===== src/rtl/regfile_bank_pkg.sv =====
// regfile_bank_pkg: access modes, bus FSM states and the per-bit next-value rule
// shared by the register bank and its cells.
package regfile_bank_pkg;

    typedef enum logic [1:0] {RW = 2'd0, RO = 2'd1, W1C = 2'd2, RC = 2'd3} acc_mode_e;

    typedef enum logic [1:0] {IDLE, RD_RESP, WR_HOLD} state_e;

    // A hardware set always beats a same-cycle clear on the same bit.
    function automatic logic next_bit(input acc_mode_e m, input logic cur, input logic wen,
                                      input logic wd, input logic hs, input logic rclr);
        return (m == RW)  ? (wen ? wd : cur) :
               (m == RO)  ? cur :
               (m == W1C) ? (hs | (cur & ~(wen & wd))) :
                            (hs | (cur & ~rclr));
    endfunction

endpackage


===== src/rtl/regfile_cell.sv =====
// regfile_cell: one register of the bank; applies access mode, byte enables,
// hardware set and read-clear with set-over-clear priority.
module regfile_cell
    import regfile_bank_pkg::*;
#(
    parameter int                DATA_W    = 32,
    parameter acc_mode_e         MODE      = RW,
    parameter logic [DATA_W-1:0] RESET_VAL = '0
) (
    input  logic                sysclk,
    input  logic                sysrst_n,
    input  logic                we,
    input  logic                rc_clr,
    input  logic [DATA_W/8-1:0] be,
    input  logic [DATA_W-1:0]   wdata,
    input  logic [DATA_W-1:0]   hw_set,
    output logic [DATA_W-1:0]   q
);

    logic [DATA_W-1:0] val_d, val_q;

    always_comb begin
        val_d = val_q;
        for (int i = 0; i < DATA_W; i++)
            val_d[i] = next_bit(MODE, val_q[i], we & be[i/8], wdata[i], hw_set[i], rc_clr);
    end

    always_ff @(posedge sysclk or negedge sysrst_n) begin
        if (!sysrst_n) val_q <= RESET_VAL;
        else           val_q <= val_d;
    end

    // Read-only registers expose the live hardware value.
    assign q = (MODE == RO) ? hw_set : val_q;

endmodule


===== src/rtl/regfile_bank.sv =====
// regfile_bank: parametrised host-facing control/status register bank with
// registered one-cycle reads, byte-enabled writes and error responses.
module regfile_bank
    import regfile_bank_pkg::*;
#(
    parameter int                       NREG      = 16,
    parameter int                       DATA_W    = 32,
    parameter int                       ADDR_W    = 8,
    parameter logic [NREG*2-1:0]        MODE      = '0,
    parameter logic [NREG*DATA_W-1:0]   RESET_VAL = '0
) (
    input  logic                     sysclk,
    input  logic                     sysrst_n,
    input  logic [ADDR_W-1:0]        reg_addr,
    input  logic                     reg_read,
    input  logic                     reg_write,
    input  logic [DATA_W/8-1:0]      reg_be,
    input  logic [DATA_W-1:0]        reg_writedata,
    output logic                     reg_waitrequest,
    output logic [DATA_W-1:0]        reg_readdata,
    output logic                     reg_readdatavalid,
    output logic                     reg_error,
    input  logic [NREG*DATA_W-1:0]   hw_set,
    output logic [NREG*DATA_W-1:0]   reg_q,
    output logic [NREG-1:0]          reg_wstrobe,
    output logic [NREG-1:0]          reg_rstrobe
);

    localparam int LSB = $clog2(DATA_W / 8);
    localparam int IW  = ADDR_W - LSB;

    state_e            state_q;
    logic              wait_q, rvalid_q, err_q;
    logic [DATA_W-1:0] rdata_q, rd_val;
    logic [NREG-1:0]   wstb_q, rstb_q, we, wr_sel, rd_sel;
    logic [IW-1:0]     idx, hidx_q, rd_idx;
    logic              wr_hit, rd_hit, wr_ok;
    acc_mode_e         wr_mode;

    generate
        if (LSB > 0) begin : g_lsb
            logic unused_lsb;
            assign unused_lsb = ^reg_addr[LSB-1:0];
        end
    endgenerate

    assign idx    = reg_addr[ADDR_W-1:LSB];
    assign rd_idx = (state_q == WR_HOLD) ? hidx_q : idx;

    // Decode by comparison so out-of-range indices simply miss every register.
    always_comb begin
        wr_hit  = 1'b0;
        wr_mode = RW;
        wr_sel  = '0;
        rd_hit  = 1'b0;
        rd_val  = '0;
        rd_sel  = '0;
        for (int i = 0; i < NREG; i++) begin
            if (idx == IW'(i)) begin
                wr_hit    = 1'b1;
                wr_mode   = acc_mode_e'(MODE[2*i +: 2]);
                wr_sel[i] = 1'b1;
            end
            if (rd_idx == IW'(i)) begin
                rd_hit    = 1'b1;
                rd_val    = reg_q[i*DATA_W +: DATA_W];
                rd_sel[i] = 1'b1;
            end
        end
    end

    assign wr_ok = wr_hit && (wr_mode == RW || wr_mode == W1C);
    assign we    = (state_q == IDLE && reg_write && wr_ok) ? wr_sel : '0;

    for (genvar i = 0; i < NREG; i++) begin : g_cell
        regfile_cell #(
            .DATA_W   (DATA_W),
            .MODE     (acc_mode_e'(MODE[2*i +: 2])),
            .RESET_VAL(RESET_VAL[i*DATA_W +: DATA_W])
        ) u_cell (
            .sysclk  (sysclk),
            .sysrst_n(sysrst_n),
            .we      (we[i]),
            .rc_clr  (rstb_q[i]),
            .be      (reg_be),
            .wdata   (reg_writedata),
            .hw_set  (hw_set[i*DATA_W +: DATA_W]),
            .q       (reg_q[i*DATA_W +: DATA_W])
        );
    end

    always_ff @(posedge sysclk or negedge sysrst_n) begin
        if (!sysrst_n) begin
            state_q  <= IDLE;
            wait_q   <= 1'b0;
            rvalid_q <= 1'b0;
            err_q    <= 1'b0;
            rdata_q  <= '0;
            wstb_q   <= '0;
            rstb_q   <= '0;
            hidx_q   <= '0;
        end else begin
            rvalid_q <= 1'b0;
            err_q    <= 1'b0;
            wstb_q   <= '0;
            rstb_q   <= '0;
            if ((state_q == IDLE && reg_read && !reg_write) || state_q == WR_HOLD) begin
                state_q  <= RD_RESP;
                wait_q   <= 1'b1;
                rvalid_q <= 1'b1;
                err_q    <= !rd_hit;
                rdata_q  <= rd_val;
                rstb_q   <= rd_sel;
            end else if (state_q == IDLE && reg_write) begin
                err_q  <= !wr_ok;
                wstb_q <= wr_ok ? wr_sel : '0;
                hidx_q <= idx;
                if (reg_read) begin
                    state_q <= WR_HOLD;
                    wait_q  <= 1'b1;
                end
            end else if (state_q == RD_RESP) begin
                state_q <= IDLE;
                wait_q  <= 1'b0;
            end
        end
    end

    assign reg_waitrequest   = wait_q;
    assign reg_readdata      = rdata_q;
    assign reg_readdatavalid = rvalid_q;
    assign reg_error         = err_q;
    assign reg_wstrobe       = wstb_q;
    assign reg_rstrobe       = rstb_q;

endmodule


===== config.mk =====
export PLATFORM = sky130hd
export DESIGN_NAME = regfile_bank
export DESIGN_NICKNAME = d
export VERILOG_FILES = /design/src/rtl/regfile_bank_pkg.sv /design/src/rtl/regfile_cell.sv /design/src/rtl/regfile_bank.sv
export SDC_FILE = /design/constraint.sdc
export NUM_CORES = 1
export LEC_CHECK = 0
export CAP_MARGIN = 20
export CORE_AREA = 2 2 438 440
export DETAILED_ROUTE_END_ITERATION = 10
export DIE_AREA = 0 0 440 442
export HOLD_SLACK_MARGIN = 0.1
export SLEW_MARGIN = 20
export SYNTH_ARGS = -nofsm -noshare
export SYNTH_HDL_FRONTEND = slang
export SYNTH_SLANG_ARGS = --single-unit
export TNS_END_PERCENT = 100

===== constraint.sdc =====
create_clock -name sysclk -period 2.5 [get_ports sysclk]
set_input_delay 0.75 -clock sysclk [delete_from_list [all_inputs] [get_ports sysclk]]
set_output_delay 0.75 -clock sysclk [all_outputs]
set_load 0.01 [all_outputs]

==> results_dict.tcl <==
set metrics [dict create \
    status "finished, violations left" \
    violations "setup timing" \
    drive_gt1_share_pct 43.1 \
    clkPwrFrac_pct 48.4 \
    setup_ws_ns -0.0920 \
    clk_pin_slew_ns 0.06 \
    area_growth_pct 67.3 \
    crit_start "state_q[0]" \
    drt_first_iter_violations 2324 \
    whs_ns 0.486 \
    timing.rr.start "state_q[0]" \
    tightest_slew_ns 0.789 \
    die_h_um 442 \
    leakagePower_nw 20.4 \
    cts_root_buf "clkbuf_16" \
    syn-instance-count 2217 \
    dieWidth_um 440 \
    insertion_delay_ns 0.70 \
    antenna_found_initial 16 \
    netlist_area_mm2 0.0269 \
    synth_top_area_share_pct 54.5 \
    synthArstFlopShare_pct 100 \
    endpoint_kind "register" \
    power_density_mw_per_mm2 493 \
    hp-start "hidx_q[4]" \
    avgSynthCellArea_um2 12.1 \
    swShare_pct 25.9 \
    ys.warnings.count 0 \
    vias 25200 \
    max_slew_margin_pct 47.2 \
    p_seq_share_pct 43.1 \
    synth-seq-cells 587 \
    rsz0062_at_grt "true" \
    post-place-ws_ns -1.20 \
    syn_nets 2777 \
    ir_worst_vdd_mv 0.484 \
    wl_per_cell_um 30.5 \
    drc 0 \
    crit_arrival_ns 3.20 \
    cts.path.max_buffers 3 \
    power_switching_mw 5.76 \
    drt-total-wl_um 178000 \
    grt_pass1_wl_um 232000 \
    synth_ff_type "dfrtp_1" \
    synth-seq-area-share_pct 54.5 \
    path_max_fanout 11 \
    hold_viol_final 0 \
    hp-class "reg2reg" \
    synth_cell_type_count 63 \
    worstSetupStartpointType "register" \
    cap_violations 0 \
    setup-violations-final 21 \
    cts_made_buffers 72 \
    fin_nets 3802 \
    dp_hpwl_um 135000 \
    fin_crit_sh_pct 104 \
    grt_start_max_net_pins 100 \
    final.min_clock_period_ns 2.59 \
    firstDrtPassIters 6 \
    synth_edf_count 0 \
    ant_nets 0 \
    worstPathRequired_ns 3.11 \
    ios 1139 \
    cts_tree "yes" \
    intPower_mw 16.5 \
    die-area_mm2 0.194 \
    n_fill_cell 20000 \
    cts.sinks 587 \
    fmax_mhz 386 \
    portBuffers 624 \
    fp.coreArea_mm2 0.190 \
    post-route-util_pct 23.8 \
    place.gp.congestion 0.902 \
    track_usage_pct 17.5 \
    yosys.area.top_type "dfrtp_1" \
    start_util_pct 14.2 \
    finalClockSkew_ns 0.0293 \
    crit_type "reg2reg" \
    slew_violations 0 \
    htree_levels 3 \
    grt_pass1_vias 24900 \
    routed_via_density 4.33 \
    rows 160 \
    grt-ovfl-total 0 \
    p_comb_share_pct 8.5 \
    ys_top_cells_by_area "dfrtp_1 55%, mux2_2 22%, o21ai_0 2.8%, nand2_1 2.3%, a21oi_1 2.3%" \
]
-- per-stage QoR --
stage          instance area (um2)  setup TNS [ns]  power, mW  instances
2_1_floorplan                27000          -0.338       10.2       2217
3_3_place_gp                 40000         -367.70       11.3       5567
3_5_place_dp                 40000         -361.21       11.3       5567
4_1_cts                      43700           -6.31       22.2       5763
5_1_grt                      45000           -3.74       22.8       5811
6_report                     45100          -0.874       22.2       5818
-- cell families (layout without fill, tap and decap cells) --
kind of cell	count (synthesis)	count (layout)	share of synthesized area, %
muxes	575	577	23.9
and+or+nand+nor	362	362	6.30
DFF	587	587	54.5
other	0	9	0
buffers and inverters	177	1256	3.10
AOI/OAI and AO/OA	516	516	12.2
-- worst paths after layout --
kind,end,slack [ns],cells past startpoint
setup / recovery,reg_readdata[8],-0.09,10
hold / removal,hidx_q[4],0.49,2
setup reg to reg,reg_readdata[8],-0.09,10
hold reg to reg,hidx_q[4],0.49,2
max in group asynchronous,g_cell[12].u_cell.q[18],0.85,3
min in group asynchronous,g_cell[14].u_cell.q[10],0.56,2
-- worst max-delay path, stage by stage (launching register included) --
cell and delay, ns:
dfrtp_1 0.40, buf_6 0.14, buf_4 0.13, or4b_4 0.54, o21ai_4 0.10, buf_6 0.15, and3_4 0.24, buf_12 0.17
a2111oi_2 0.08, o31ai_1 0.32, o221a_2 0.24
-- per-layer routing --
layer	global-route usage, %	up-vias	part of all wire [%]
met3	5.07	299	8.8
met4	6.24	0	4.1
met2	26.8	1479	44
met5	0	-	0
met1	23.3	13100	43
li1	-	10300	-
-- registers in the layout, summed over array words and instances, names as in the netlist --
signal / cells
g_cell.u_cell.q: 512
reg_readdata: 32
reg_rstrobe: 16
reg_wstrobe: 16
hidx_q: 6
state_q: 2
reg_error: 1
reg_readdatavalid: 1
reg_waitrequest: 1
-- area by class of cell --
class	count	area (um2)	area share, %
Sequential cell	587	14700	32.7
Inverter	6	35.0	0.0778
Antenna cell	9	22.5	0.0500
Timing Repair Buffer	1120	12000	26.6
Clock buffer	103	2060	4.57
Multi-Input combinational cell	1455	12800	28.3
Clock inverter	27	308	0.683
Tap cell	2511	3140	6.97
-- synth_stat cells, types with 4 or more instances --
| cell | instances |
|---|---|
| buf_2 | 40 |
| o21ai_1 | 20 |
| o21a_1 | 4 |
| o221a_2 | 12 |
| a221oi_1 | 23 |
| nor2_1 | 98 |
| o221ai_1 | 25 |
| buf_6 | 4 |
| nand2b_1 | 5 |
| o2bb2ai_1 | 8 |
| o21ai_0 | 150 |
| a21oi_1 | 123 |
| mux2_2 | 527 |
| clkbuf_1 | 98 |
| nand3_1 | 6 |
| a21boi_0 | 20 |
| buf_1 | 4 |
| buf_4 | 24 |
| o31ai_1 | 5 |
| nand2_4 | 8 |
| a32oi_1 | 11 |
| a2111oi_0 | 8 |
| a31oi_1 | 4 |
| o22ai_1 | 21 |
| o211ai_1 | 21 |
| nor3_1 | 38 |
| nand4_1 | 5 |
| mux2i_1 | 38 |
| a211oi_1 | 5 |
| or3_1 | 7 |
| dfrtp_1 | 587 |
| a22oi_1 | 39 |
| nand2_1 | 166 |
| mux2_1 | 7 |
| inv_1 | 5 |
| nand2_2 | 4 |
-- power by group through the flow --
stage          combinational, mW  clock, mW  sequential [mW]
6_report                    1.88       10.8             9.59
5_1_grt                     1.98       11.3             9.59
4_1_cts                     1.76       10.9             9.59
3_5_place_dp                1.55          0             9.75
3_3_place_gp                1.55          0             9.75
2_1_floorplan              0.449          0             9.75
-- cell usage in the layout, fill, tap and decap left out, types with 9 or more instances in the layout --
cell type	n
a21boi_1	9
o21ai_0	117
o21ai_1	43
buf_12	129
diode_2	9
a221oi_1	15
buf_4	303
o211ai_1	21
o221a_2	11
dlygate4sd2_1	134
a21oi_2	27
dlymetal6s2s_1	9
buf_6	47
clkinv_2	10
dfrtp_1	545
nor2_1	86
dfrtp_2	42
mux2i_1	22
o22ai_1	15
clkbuf_16	82
nor3_2	17
nand2_1	156
mux2i_4	10
clkdlybuf4s50_1	472
a22oi_2	26
o221ai_2	20
nand2_8	12
a22oi_1	13
a21oi_1	95
clkbuf_8	10
clkbuf_1	19
nor3_1	22
mux2_2	523
-- repair_timing --
action,CTS,global route
hold buffers,1,0
setup buffers,59,40
setup endpoints to repair,282,340
endpoints found under the hold margin,6,0
gates resized for setup,353,182
cloned,8,8
pin swaps,48,82
No activity file was read; power rests on OpenSTA's default activity.
